File: src/rtl/stopwatch_timer_if.sv
// Command, preload and display bundle between the stopwatch core and its controller/display path.
// The controller side uses modport master; the timer core uses modport slave.
interface stopwatch_timer_if;
  logic       start;
  logic       stop;
  logic       clear;
  logic       load;
  logic       dir;
  logic       lap;
  logic [3:0] load_min_tens, load_min_ones, load_sec_tens, load_sec_ones, load_hund_tens, load_hund_ones;
  logic [3:0] min_tens, min_ones, sec_tens, sec_ones, hund_tens, hund_ones;
  logic       running;
  logic       done;
  logic       wrap;

  modport master (
    output start, stop, clear, load, dir, lap,
    output load_min_tens, load_min_ones, load_sec_tens, load_sec_ones, load_hund_tens, load_hund_ones,
    input  min_tens, min_ones, sec_tens, sec_ones, hund_tens, hund_ones,
    input  running, done, wrap
  );

  modport slave (
    input  start, stop, clear, load, dir, lap,
    input  load_min_tens, load_min_ones, load_sec_tens, load_sec_ones, load_hund_tens, load_hund_ones,
    output min_tens, min_ones, sec_tens, sec_ones, hund_tens, hund_ones,
    output running, done, wrap
  );
endinterface

File: src/rtl/stopwatch_timer.sv
// Up/down BCD stopwatch in hundredths of a second with preload, lap-hold display and done/wrap pulses.
// Optional STOPWATCH_MINUTES_EN extends the digit chain with two minute digits (max 99:59.99).
module stopwatch_timer #(
  parameter int unsigned TICK_DIV = 500000,
  parameter bit          WRAP     = 1'b1
) (
  input logic              clk,
  input logic              rst,
  stopwatch_timer_if.slave bus
);

  localparam int PW = (TICK_DIV > 1) ? $clog2(TICK_DIV) : 1;

  typedef enum logic [1:0] {S_IDLE, S_RUN, S_PAUSE, S_DONE} state_t;

  typedef struct packed {
    logic [3:0] min_tens;
    logic [3:0] min_ones;
    logic [3:0] sec_tens;
    logic [3:0] sec_ones;
    logic [3:0] hund_tens;
    logic [3:0] hund_ones;
  } digits_t;

  state_t        state, state_nx;
  logic [PW-1:0] presc, presc_nx;
  digits_t       live, live_nx, disp, inc_val, dec_val, load_val;
  logic          done_q, done_nx, wrap_q, wrap_nx;
  logic          tick, live_zero, live_max, min_at_max, cy, bw;

  // Returns {carry_out, digit}: a digit at its limit rolls to 0 and carries.
  function automatic logic [4:0] step_up(input logic [3:0] v, input logic [3:0] lim, input logic cin);
    if (!cin)     return {1'b0, v};
    if (v >= lim) return {1'b1, 4'd0};
    return {1'b0, v + 4'd1};
  endfunction

  function automatic logic [4:0] step_dn(input logic [3:0] v, input logic [3:0] lim, input logic bin);
    if (!bin)       return {1'b0, v};
    if (v == 4'd0)  return {1'b1, lim};
    return {1'b0, v - 4'd1};
  endfunction

  function automatic logic [3:0] clamp(input logic [3:0] v, input logic [3:0] lim);
    return (v > lim) ? lim : v;
  endfunction

`ifdef STOPWATCH_MINUTES_EN
  assign min_at_max = (live.min_tens == 4'd9) && (live.min_ones == 4'd9);
`else
  logic unused_min_load;
  assign unused_min_load = ^{bus.load_min_tens, bus.load_min_ones};
  assign min_at_max      = 1'b1;
`endif

  assign tick      = (state == S_RUN) && (presc == PW'(TICK_DIV - 1));
  assign live_zero = (live == '0);
  assign live_max  = min_at_max && (live.sec_tens == 4'd5) && (live.sec_ones == 4'd9) &&
                     (live.hund_tens == 4'd9) && (live.hund_ones == 4'd9);

  always_comb begin
    inc_val = live;
    dec_val = live;
    cy      = 1'b1;
    bw      = 1'b1;
    {cy, inc_val.hund_ones} = step_up(live.hund_ones, 4'd9, cy);
    {cy, inc_val.hund_tens} = step_up(live.hund_tens, 4'd9, cy);
    {cy, inc_val.sec_ones}  = step_up(live.sec_ones,  4'd9, cy);
    {cy, inc_val.sec_tens}  = step_up(live.sec_tens,  4'd5, cy);
    {bw, dec_val.hund_ones} = step_dn(live.hund_ones, 4'd9, bw);
    {bw, dec_val.hund_tens} = step_dn(live.hund_tens, 4'd9, bw);
    {bw, dec_val.sec_ones}  = step_dn(live.sec_ones,  4'd9, bw);
    {bw, dec_val.sec_tens}  = step_dn(live.sec_tens,  4'd5, bw);
`ifdef STOPWATCH_MINUTES_EN
    {cy, inc_val.min_ones}  = step_up(live.min_ones,  4'd9, cy);
    {cy, inc_val.min_tens}  = step_up(live.min_tens,  4'd9, cy);
    {bw, dec_val.min_ones}  = step_dn(live.min_ones,  4'd9, bw);
    {bw, dec_val.min_tens}  = step_dn(live.min_tens,  4'd9, bw);
`endif
  end

  always_comb begin
    load_val.hund_ones = clamp(bus.load_hund_ones, 4'd9);
    load_val.hund_tens = clamp(bus.load_hund_tens, 4'd9);
    load_val.sec_ones  = clamp(bus.load_sec_ones,  4'd9);
    load_val.sec_tens  = clamp(bus.load_sec_tens,  4'd5);
`ifdef STOPWATCH_MINUTES_EN
    load_val.min_ones  = clamp(bus.load_min_ones,  4'd9);
    load_val.min_tens  = clamp(bus.load_min_tens,  4'd9);
`else
    load_val.min_ones  = 4'd0;
    load_val.min_tens  = 4'd0;
`endif
  end

  // Command priority below the reset: clear > load > stop > start.
  always_comb begin
    // NOTE: every output gets a default first so no path can infer a latch.
    state_nx = state;
    presc_nx = presc;
    live_nx  = live;
    done_nx  = 1'b0;
    wrap_nx  = 1'b0;
    if (bus.clear) begin
      state_nx = S_IDLE;
      presc_nx = '0;
      live_nx  = '0;
    end else if (bus.load && state != S_RUN) begin
      state_nx = S_IDLE;
      presc_nx = '0;
      live_nx  = load_val;
    end else if (state == S_RUN) begin
      presc_nx = tick ? '0 : presc + 1'b1;
      if (tick && !bus.dir) begin
        if (!live_max) begin
          live_nx = inc_val;
        end else if (WRAP) begin
          live_nx = '0;
          wrap_nx = 1'b1;
        end else begin
          done_nx  = 1'b1;
          state_nx = S_DONE;
        end
      end else if (tick) begin
        // A zero value never underflows; reaching (or sitting at) zero finishes the countdown.
        live_nx  = live_zero ? live : dec_val;
        if (live_zero || dec_val == '0) begin
          done_nx  = 1'b1;
          state_nx = S_DONE;
        end
      end
      if (bus.stop && state_nx == S_RUN) state_nx = S_PAUSE;
    end else if (bus.start && !bus.stop && state != S_DONE && !(bus.dir && live_zero)) begin
      state_nx = S_RUN;
    end
  end

  always_ff @(posedge clk) begin
    // NOTE: reset is synchronous; rst only takes effect on a rising clk edge.
    if (rst) begin
      state  <= S_IDLE;
      presc  <= '0;
      live   <= '0;
      disp   <= '0;
      done_q <= 1'b0;
      wrap_q <= 1'b0;
    end else begin
      // NOTE: non-blocking assignments so every register samples pre-edge values.
      state  <= state_nx;
      presc  <= presc_nx;
      live   <= live_nx;
      done_q <= done_nx;
      wrap_q <= wrap_nx;
      if (bus.clear)    disp <= '0;
      else if (!bus.lap) disp <= live;
    end
  end

  assign bus.min_tens  = disp.min_tens;
  assign bus.min_ones  = disp.min_ones;
  assign bus.sec_tens  = disp.sec_tens;
  assign bus.sec_ones  = disp.sec_ones;
  assign bus.hund_tens = disp.hund_tens;
  assign bus.hund_ones = disp.hund_ones;
  assign bus.running   = (state == S_RUN);
  assign bus.done      = done_q;
  assign bus.wrap      = wrap_q;

endmodule

File: src/flat_wrapper.sv
// flat-port wrapper written by rule: the top's interface ports become plain ports
module stopwatch_timer_flat 
#(
  parameter int unsigned TICK_DIV = 500000,
  parameter bit          WRAP     = 1'b1
)
  (clk, rst, bus_start, bus_stop, bus_clear, bus_load, bus_dir, bus_lap, bus_load_min_tens, bus_load_min_ones, bus_load_sec_tens, bus_load_sec_ones, bus_load_hund_tens, bus_load_hund_ones, bus_min_tens, bus_min_ones, bus_sec_tens, bus_sec_ones, bus_hund_tens, bus_hund_ones, bus_running, bus_done, bus_wrap);
  stopwatch_timer_if bus_i ();
  input logic clk;
  input logic rst;
  input wire logic [$bits(bus_i.start)-1:0] bus_start;
  input wire logic [$bits(bus_i.stop)-1:0] bus_stop;
  input wire logic [$bits(bus_i.clear)-1:0] bus_clear;
  input wire logic [$bits(bus_i.load)-1:0] bus_load;
  input wire logic [$bits(bus_i.dir)-1:0] bus_dir;
  input wire logic [$bits(bus_i.lap)-1:0] bus_lap;
  input wire logic [$bits(bus_i.load_min_tens)-1:0] bus_load_min_tens;
  input wire logic [$bits(bus_i.load_min_ones)-1:0] bus_load_min_ones;
  input wire logic [$bits(bus_i.load_sec_tens)-1:0] bus_load_sec_tens;
  input wire logic [$bits(bus_i.load_sec_ones)-1:0] bus_load_sec_ones;
  input wire logic [$bits(bus_i.load_hund_tens)-1:0] bus_load_hund_tens;
  input wire logic [$bits(bus_i.load_hund_ones)-1:0] bus_load_hund_ones;
  output wire logic [$bits(bus_i.min_tens)-1:0] bus_min_tens;
  output wire logic [$bits(bus_i.min_ones)-1:0] bus_min_ones;
  output wire logic [$bits(bus_i.sec_tens)-1:0] bus_sec_tens;
  output wire logic [$bits(bus_i.sec_ones)-1:0] bus_sec_ones;
  output wire logic [$bits(bus_i.hund_tens)-1:0] bus_hund_tens;
  output wire logic [$bits(bus_i.hund_ones)-1:0] bus_hund_ones;
  output wire logic [$bits(bus_i.running)-1:0] bus_running;
  output wire logic [$bits(bus_i.done)-1:0] bus_done;
  output wire logic [$bits(bus_i.wrap)-1:0] bus_wrap;
  assign bus_i.start = bus_start;
  assign bus_i.stop = bus_stop;
  assign bus_i.clear = bus_clear;
  assign bus_i.load = bus_load;
  assign bus_i.dir = bus_dir;
  assign bus_i.lap = bus_lap;
  assign bus_i.load_min_tens = bus_load_min_tens;
  assign bus_i.load_min_ones = bus_load_min_ones;
  assign bus_i.load_sec_tens = bus_load_sec_tens;
  assign bus_i.load_sec_ones = bus_load_sec_ones;
  assign bus_i.load_hund_tens = bus_load_hund_tens;
  assign bus_i.load_hund_ones = bus_load_hund_ones;
  assign bus_min_tens = bus_i.min_tens;
  assign bus_min_ones = bus_i.min_ones;
  assign bus_sec_tens = bus_i.sec_tens;
  assign bus_sec_ones = bus_i.sec_ones;
  assign bus_hund_tens = bus_i.hund_tens;
  assign bus_hund_ones = bus_i.hund_ones;
  assign bus_running = bus_i.running;
  assign bus_done = bus_i.done;
  assign bus_wrap = bus_i.wrap;
  stopwatch_timer #(.TICK_DIV(TICK_DIV), .WRAP(WRAP)) u_core (.clk(clk), .rst(rst), .bus(bus_i));
endmodule
File: config.mk
export PLATFORM = sky130hd
export DESIGN_NAME = stopwatch_timer_flat
export DESIGN_NICKNAME = d
export VERILOG_FILES = /design/src/rtl/stopwatch_timer_if.sv /design/src/rtl/stopwatch_timer.sv /design/src/flat_wrapper.sv
export SDC_FILE = /design/constraint.sdc
export NUM_CORES = 1
export LEC_CHECK = 0
export ABC_AREA = 1
export ABC_CLOCK_PERIOD_IN_PS = 2050
export BUFFER_PORTS_ARGS = -buffer_cell sky130_fd_sc_hd__buf_4
export CELL_PAD_IN_SITES_DETAIL_PLACEMENT = 1
export CELL_PAD_IN_SITES_GLOBAL_PLACEMENT = 2
export CORE_MARGIN = 4
export CORE_UTILIZATION = 28
export DETAILED_ROUTE_END_ITERATION = 10
export GPL_ROUTABILITY_DRIVEN = 0
export HOLD_SLACK_MARGIN = 0.15
export PLACE_DENSITY = 0.85
export SYNTH_ARGS = -nofsm -noshare
export SYNTH_HDL_FRONTEND = slang
export SYNTH_SLANG_ARGS = --single-unit
export TNS_END_PERCENT = 5
File: constraint.sdc
create_clock -name clk -period 2.05 [get_ports clk]
set_input_delay 0.3075 -clock clk [delete_from_list [all_inputs] [get_ports clk]]
set_output_delay 0.3075 -clock clk [all_outputs]
set_load 0.03 [all_outputs]
==> results of run 1 <==
flip-flops by register name, indices dropped and copies added (netlist names):
name / flops
u_core.bus.done: 1
u_core.bus.hund_ones: 4
u_core.bus.hund_tens: 4
u_core.bus.sec_ones: 4
u_core.bus.sec_tens: 4
u_core.bus.wrap: 1
u_core.live: 16
u_core.presc: 19
u_core.state: 2
final cells by class:
type | count | share of cell area [%]
clock inverter | 3 | 0.533
multi-input combinational | 417 | 49.0
sequential | 55 | 22.5
inverter | 72 | 5.54
tap | 176 | 4.47
timing repair buffer | 99 | 15.3
clock buffer | 5 | 2.54
synthesized netlist by cell type, types with 10 or more instances:
| cell type | instances |
|---|---|
| nand3_1 | 39 |
| nand4_1 | 11 |
| inv_1 | 61 |
| dfxtp_1 | 55 |
| nor2_1 | 55 |
| nor3_1 | 16 |
| inv_2 | 10 |
| a21oi_1 | 50 |
| o21ai_1 | 10 |
| o21ai_0 | 45 |
| nand2_1 | 100 |
| ha_1 | 13 |
critical path: cells and delay by family (launching register included):
kind | cells | cell delay, ns
simple gates | 4 | 0.62
flops | 1 | 0.34
fa+ha+maj | 1 | 0.22
compound gates | 2 | 0.50
buf+inv | 2 | 0.24
path summary, 6_finish.rpt:
check                                      from               to  slack [ns]  depth (start not counted)
worst min-delay path                   bus_stop  u_core.state[0]        0.19                          2
worst min register to register  u_core.presc[0]  u_core.presc[0]        0.46                          1
worst max-delay path             u_core.live[9]  u_core.live[10]        0.06                          9
worst max register to register   u_core.live[9]  u_core.live[10]        0.06                          9
report_power, final:
group	internal [mW]	switching (mW)
registers	1.09	0.0229
clock network	0.466	0.463
logic	0.309	0.450
total	1.87	0.936
metal layers:
metal  track usage, %  up-vias  wire length, um
li1                 -     2036                -
met1             21.9     1941             6050
met3             2.77       12              333
met5                0        -                0
met4             5.95        0              210
met2             28.4       48             6010
cell families (layout without fill, tap and decap cells):
group | Yosys count | after routing
flops | 55 | 55
xor+xnor | 10 | 10
buf+inv | 94 | 179
compound gates | 128 | 128
fa+ha+maj | 13 | 13
simple gates | 257 | 258
other cells | 1 | 8
per-stage QoR:
| stage | util (%) | setup slack, ns | TNS (ns) | instance area [um^2] |
|---|---|---|---|---|
| 3_3_place_gp | 34.6 | -0.0107 | -0.0107 | 4570 |
| 3_5_place_dp | 34.6 | -0.0782 | -0.529 | 4570 |
| 2_1_floorplan | - | 0.0599 | 0 | 3790 |
| 4_1_cts | 36.0 | -0.0195 | -0.0250 | 4750 |
| 5_1_grt | 37.3 | -0.112 | -0.476 | 4930 |
| 6_report | 37.3 | 0.0597 | 0 | 4930 |
what timing repair did:
item / CTS / global route
endpoints found under the setup margin: 15 / 25
cloned: 1 / 0
endpoints found under the hold margin: 0 / 0
buffers inserted: 0 / 6
gates resized for setup: 4 / 51
pin swaps: 1 / 19
==> impl_metrics.toml, run 1 <==
[setup_path]
crit_path_start_kind = "flip-flop"
path_class = "reg2reg"
cp_common_cell = "nand2_1"
cp-end-kind = "flip-flop"
arrival_ns = 2.23
slowest_delay_ns = 0.37
cp.required_ns = 2.29
path_max_fanout = 4
crit_chain = "inv_1 -> buf_4 -> ha_1 -> o31ai_1 -> nand4_1 -> or2_1 -> nand2_1 -> nand2_1 -> a21oi_1"
worst_path_max_delay_cell = "o31ai_1"

[cells_and_area]
final_common_cell = "buf_4"
fin_nets = 695
fill_cells = 1683
multi_input_area_mm2 = 0.00242
regArea_mm2 = 0.00111
syn2layout_area_growth_pct = 31.0
antennaDiodeCount = 0
mostFrequentLayoutCells = "buf_4, nand2_1, inv_1"
final_cells = 827
drive_gt1_share_pct = 29.5

[routing]
drc = 0
dr.pass1.iters = 4
via_count = 4037
detail-route-antenna-nets = 0
wl_mm = 12.6
routedWlPerCell_um = 15.2
drtIter0Drc = 168
vias_per_cell = 4.88

[synth]
synthXorXnorAreaFrac_pct = 2.33
synth_top_family_by_area = "simple AND/OR/NAND/NOR gates"
synth.cell_area_mm2 = 0.00376
muxShareOfSynthArea_pct = 0
synth_edf_count = 0
synthAdderAreaFrac_pct = 4.33
yosysTopAreaCell = "dfxtp_1"
synthSimpleGateAreaFrac_pct = 34.2
yosys.area.top_type_share_pct = 29.3
syn_inst = 558
ys.flop_type = "dfxtp_1"
synth-compound-area-share_pct = 18.6
yosys_warnings = 0
synth.distinct_cells = 48
seq_area_frac_synth_pct = 29.3
ys_ff_latch = 55
synthTopCellsByArea = "dfxtp_1, nand2_1, a21oi_1, inv_1, o21ai_0"
synthArstFlopShare_pct = 0
syn_area_per_cell_um2 = 6.74

[power]
p_leak_nw = 2.06
power.density_mw_per_mm2 = 570
vdd_drop_max_uv = 295
power_mw = 2.81

[global_route]
grt_overflow_total = 0
antenna_found_initial = 0
grt_max_degree = 32
grt_use_total_pct = 16.9
grt_pass1_vias = 4211
grt_pass1_wl_mm = 20.5

[placement]
numPlacedInstances = 812
place_hpwl_mm = 9.79
portBuffers = 42

[run]
drv_cap = 0

[floorplan]
coreArea_mm2 = 0.0132
die_h_um = 124
dieArea_mm2 = 0.0153
pin_count = 59
row_count = 42
initial_core_util_pct = 28.5
die_w_um = 124

[sta]
period_share_pct = 97.1
setup_viol = 0
post-route-min-period_ns = 1.99
rsz0062_at_grt = "yes"
fmax_ghz = 0.502
skew_ns = 0.0103
finalMaxSlewViolations = 0
final_hold_viol_count = 0
holdWs_ns = 0.191

[clock_tree]
cts_tree = "yes"
htree_levels = 2
path_clk_slew_ns = 0.08
clockBufferDepth = 2
cts-hold-fix-buffers = 0
cts_buffers = 5
root_buffer = "clkbuf_16"
insertion_delay_ns = 0.32
clock-sinks = 55

[status]
status = "finished clean"

[hold_path]
hold_path.class = "in2reg"
Power figures use the tool's default switching activity.
==> run 2, diff against run 1 <==
- CORE_ASPECT_RATIO: default -> 1.2
- CORE_MARGIN: 4 -> 5
==> run 2 against run 1 <==
Clock power rose by 7.1%; largest power group unchanged; hold slack improved by 0.0058 ns; die area is 3.3% higher; non-clock buffer count is 1 higher; sequential share of layout area fell by 0.22 points; critical path type unchanged; global-route usage fell by 0.79 points.
==> impl_metrics.toml, run 2 (same netlist as run 1, synthesis figures left out) <==
[global_route]
grt_overflow_total = 0
grt_use_total_pct = 16.1
antenna_found_initial = 0
grt_max_degree = 31
grt_pass1_wl_mm = 20.3
grt_pass1_vias = 4192

[sta]
worst_pin_slew_ns = 0.711
skew_ns = 0.00666
finalMaxSlewViolations = 0
holdWs_ns = 0.197
rsz0062_at_grt = "yes"
period_share_pct = 95.5
final_hold_viol_count = 0
post-route-min-period_ns = 1.96
finalWorstSetupSlack_ns = 0.0924
setup_viol = 0
max_slew_margin_pct = 52.5
fmax_ghz = 0.511

[floorplan]
initial_core_util_pct = 28.5
row_count = 46
die_w_um = 116
dieArea_mm2 = 0.0159
die_h_um = 137
pin_count = 59
coreArea_mm2 = 0.0132

[setup_path]
cp_top_family = "simple AND/OR/NAND/NOR gates"
arrival_ns = 2.19
path_class = "reg2reg"
cp-end-kind = "flip-flop"
cp_common_cell = "nand2_1"
slowest_delay_ns = 0.34
crit_path_start_kind = "flip-flop"
crit_chain = "inv_2 -> ha_4 -> nand2_8 -> nor2_8 -> nand2_4 -> nand2_1 -> nand2_2 -> nor4_4 -> nand3_2 -> o21ai_2 -> nand2_1 -> nor3_2"
path_max_fanout = 8
worst_path_max_delay_cell = "nor4_4"
cp.buffers_inverters = 1
cp.required_ns = 2.28

[clock_tree]
insertion_delay_ns = 0.31
cts_tree = "yes"
htree_levels = 2
path_clk_slew_ns = 0.08
cts-hold-fix-buffers = 0
root_buffer = "clkbuf_16"
clock-sinks = 55
cts_buffers = 5
clockBufferDepth = 2

[power]
p_switching_uw = 896
pwr-share-clk_pct = 34.6
vdd_drop_max_uv = 278
p_int_mw = 1.98
power.density_mw_per_mm2 = 578
comb_power_share_pct = 26.5
p_leak_nw = 2.05
power.share.switching_pct = 31.2
seqPwrFrac_pct = 38.9

[routing]
via_count = 3975
vias_per_cell = 4.86
dr.pass1.iters = 4
routedWlPerCell_um = 15.2
wl_mm = 12.5
drtIter0Drc = 172
drc = 0
detail-route-antenna-nets = 0

[status]
status = "finished clean"

[cells_and_area]
antennaDiodeCount = 0
final_common_cell = "buf_4"
drive_gt1_share_pct = 29.4
syn2layout_area_growth_pct = 32.1
largestRegisters = "u_core.presc x19, u_core.live x16"
final_cells = 818
stdcell_area_mm2 = 0.00497
post-route-util_pct = 37.7
mostFrequentLayoutCells = "buf_4, nand2_1, inv_1"
fin_nets = 695
largest_register_ffs = 19
regMostFlops = "u_core.presc"

[placement]
place_hpwl_mm = 10.2
numPlacedInstances = 808
pre_cts_ws_ns = -0.235
dpl-instance-area_mm2 = 0.00458
portBuffers = 42

[run]
drv_cap = 0

[hold_path]
hold_path.class = "in2reg"
run 2: metal layers:
| layer | vias up | wire [um] | global-route usage, % |
|---|---|---|---|
| li1 | 2025 | - | - |
| met1 | 1880 | 5040 | 17.3 |
| met2 | 52 | 6850 | 31.3 |
| met3 | 18 | 316 | 2.96 |
| met4 | 0 | 261 | 5.16 |
| met5 | - | 0 | 0 |
run 2: final timing paths:
| path | from | to | slack [ns] | cells past startpoint |
|---|---|---|---|---|
| worst min-delay path | bus_stop | u_core.state[0] | 0.20 | 2 |
| worst max-delay path | u_core.live[0] | u_core.bus.done | 0.09 | 12 |
| worst max register to register | u_core.live[0] | u_core.bus.done | 0.09 | 12 |
| worst min register to register | u_core.state[0] | u_core.state[0] | 0.47 | 1 |
run 2: stage by stage:
| step | total power [mW] | setup TNS, ns |
|---|---|---|
| 3_3_place_gp | 1.82 | -0.00810 |
| 3_5_place_dp | 1.83 | -0.380 |
| 6_report | 2.87 | 0 |
| 4_1_cts | 2.87 | -0.00589 |
| 5_1_grt | 3.03 | -0.236 |
| 2_1_floorplan | 1.57 | 0 |
run 2: cell type report:
type	count	area (um^2)
clock buffers	5	125
clock inverters	2	37.5
fillers	1684	8210
inverters	72	275
multi-input cells	416	2460
flip-flops and latches	55	1110
well taps	168	210
repair buffers	100	754
run 2: what timing repair did:
item	CTS	global route
gates resized for setup	12	48
pin swaps	5	14
endpoints found under the setup margin	14	19
setup buffers	2	1
run 2: power by group through the flow:
| stage | Clock (mW) | Combinational (mW) | Sequential (mW) |
|---|---|---|---|
| 3_3_place_gp | 0 | 0.676 | 1.14 |
| 3_5_place_dp | 0 | 0.690 | 1.14 |
| 6_report | 0.995 | 0.761 | 1.12 |
| 2_1_floorplan | 0 | 0.410 | 1.16 |
| 5_1_grt | 1.07 | 0.842 | 1.12 |
| 4_1_cts | 1.03 | 0.724 | 1.12 |
==> run 3, diff against run 2 <==
- ABC_AREA: 1 -> default
- CORE_UTILIZATION: 28 -> 30
==> run 3 against run 2 <==
The run now ends with setup timing left; setup slack worse by 0.32 ns; global-route usage up 2.1 points; combinational power fell by 20%; total power shrank 4.8%; non-clock buffer count up 43; sequential share of layout area down 0.90 points; critical path depth fell by 4.
==> impl_metrics.toml, run 3 <==
[status]
status = "finished with violations"
violations = "setup timing"

[cells_and_area]
final_common_cell = "buf_4"
regMostFlops = "u_core.presc"
syn2layout_area_growth_pct = 41.8
antennaDiodeCount = 0
mostFrequentLayoutCells = "buf_4, nor2_1, dfxtp_1"
fin_nets = 628
largestRegisters = "u_core.presc x19, u_core.live x16"
largest_register_ffs = 19
drive_gt1_share_pct = 36.1

[synth]
syn_area_per_cell_um2 = 7.92
synth.cell_area_mm2 = 0.00365
ys.flop_type = "dfxtp_1"
yosysTopAreaCell = "dfxtp_1"
ys_ff_latch = 55
yosys_warnings = 0
syn_inst = 461
synthTopCellsByArea = "dfxtp_1, mux2i_1, nor2_1, ha_1, nand2_1"
synth.distinct_cells = 66
ys_top_cells_by_count = "dfxtp_1, nor2_1, nand2_1"
synth_edf_count = 0
seq_area_frac_synth_pct = 30.2
synthArstFlopShare_pct = 0
yosys.area.top_type_share_pct = 30.2

[setup_path]
crit_path_start_kind = "flip-flop"
arrival_ns = 2.52
cp-end-kind = "flip-flop"
reg2reg_slack_ns = -0.23
slowest_delay_ns = 0.45
reg2reg_from = "u_core.live[0]"
path_class = "reg2reg"
cp_top_family = "simple AND/OR/NAND/NOR gates"
r2r_cells = 8
reg2reg_to = "u_core.bus.done"
worst_path_max_delay_cell = "or4_4"
cp.buffers_inverters = 1
path_max_fanout = 6
cp.required_ns = 2.29
crit_path_start = "u_core.live[0]"
endpoint = "u_core.bus.done"
crit_chain = "inv_2 -> ha_4 -> or3b_4 -> or4_4 -> a21oi_4 -> nand3_2 -> o41ai_4 -> and3_1"
worst-path-stages = 8

[floorplan]
dieArea_mm2 = 0.0145
pin_count = 59
die_h_um = 131
row_count = 44
coreArea_mm2 = 0.0120
initial_core_util_pct = 30.4
die_w_um = 111

[global_route]
grt_pass1_wl_mm = 21.3
grt_use_total_pct = 18.2
grt_max_degree = 27
grt_overflow_total = 0
antenna_found_initial = 0
grt_pass1_vias = 4313

[routing]
detail-route-antenna-nets = 0
routedWlPerCell_um = 18.0
drtIter0Drc = 220
dr.pass1.iters = 4
via_count = 3954
drc = 0
wl_mm = 13.4
vias_per_cell = 5.31

[run]
drv_cap = 0

[clock_tree]
root_buffer = "clkbuf_16"
cts-hold-fix-buffers = 0
htree_levels = 2
clock-sinks = 55
path_clk_slew_ns = 0.07
cts_buffers = 5
clockBufferDepth = 2
insertion_delay_ns = 0.31
cts_tree = "yes"

[sta]
finalMaxSlewViolations = 0
tns_ns = -1.01
fmax_ghz = 0.439
max_slew_margin_pct = 61.9
post-route-min-period_ns = 2.28
rsz0062_at_grt = "yes"
setup_viol = 13
final_hold_viol_count = 0
finalWorstSetupSlack_ns = -0.229
period_share_pct = 111
skew_ns = 0.00502
holdWs_ns = 0.218
worst_pin_slew_ns = 0.566

[placement]
pre_cts_ws_ns = -0.257
place_hpwl_mm = 10.2
portBuffers = 42

[power]
vdd_drop_max_uv = 353
p_int_mw = 1.97
comb_power_share_pct = 22.3
p_leak_nw = 2.19
seqPwrFrac_pct = 40.0
power.density_mw_per_mm2 = 529
pwr-share-clk_pct = 37.7
p_switching_uw = 769
power.share.switching_pct = 28.1

[hold_path]
hold_path.class = "in2reg"
hold_path_depth = 3
## run 3: worst min path at each step
| stage | startpoint | end | slack [ns] |
|---|---|---|---|
| 2_1_floorplan | bus_load_hund_ones[1] | u_core.live[1] | 0.42 |
| 3_3_place_gp | u_core.bus.sec_tens[1] | u_core.bus.sec_tens[1] | 0.48 |
| 3_5_place_dp | u_core.bus.sec_ones[3] | u_core.bus.sec_ones[3] | 0.49 |
| 4_1_cts | bus_load_hund_ones[1] | u_core.live[1] | 0.21 |
| 5_1_grt | bus_load_hund_ones[1] | u_core.live[1] | 0.23 |
| 6_report | bus_load_hund_ones[1] | u_core.live[1] | 0.22 |
## run 3: area by class of cell
cell class,count,area (um^2)
Clock buffer,6,139
Clock inverter,2,35.0
Fill cell,1504,6830
Inverter,17,63.8
Multi-Input combinational cell,361,2530
Sequential cell,55,1110
Tap cell,161,201
Timing Repair Buffer,143,1100
## run 3: power groups by stage
stage               Combinational [mW]  Sequential [mW]  Clock, mW
finish                           0.611             1.09       1.03
global route                     0.659             1.09       1.10
CTS                              0.583             1.09       1.06
detailed placement               0.567             1.12          0
global placement                 0.556             1.12          0
floorplan                        0.328             1.12          0
## run 3: logic make-up (layout without fill, tap and decap cells)
kind of cell / count (synthesis) / in the layout / share of synthesized area [%]
and+or+nand+nor: 211 / 211 / 31.5
AOI/OAI and AO/OA: 88 / 88 / 16.4
DFF: 55 / 55 / 30.2
buffers and inverters: 52 / 168 / 6.75
muxes: 23 / 23 / 6.34
xor gates and xnor gates: 18 / 18 / 4.32
adders and majority gates: 13 / 13 / 4.46
other: 1 / 8 / 0.103
## run 3: repair_timing
action	4_1_cts	5_1_grt
setup endpoints to repair	16	17
pin swaps	7	3
resized for setup	20	17
buffers inserted	2	0
cloned	0	0
hold endpoints to repair	0	0
## run 3: worst register-to-register path, delay by kind of cell (launching register included)
family	cells	cell delay (ns)
buf+inv	1	0.07
flops	1	0.34
fa+ha+maj	1	0.14
compound gates	2	0.42
simple gates	4	1.25
## run 3: stage by stage
step	total power, mW	cells	util (%)	instance area [um^2]
floorplan	1.45	468	-	3740
global placement	1.67	735	40.2	4820
detailed placement	1.69	735	40.2	4820
CTS	2.74	745	42.4	5090
global route	2.86	745	43.1	5180
finish	2.74	745	43.1	5180
## run 3: routing by layer
layer | vias to the layer above | wire [um] | global-route usage [%]
met5 | - | 0 | 0
met4 | 0 | 480 | 10.4
met3 | 30 | 657 | 3.18
met2 | 105 | 7060 | 34.4
met1 | 1932 | 5210 | 19.2
li1 | 1887 | - | -
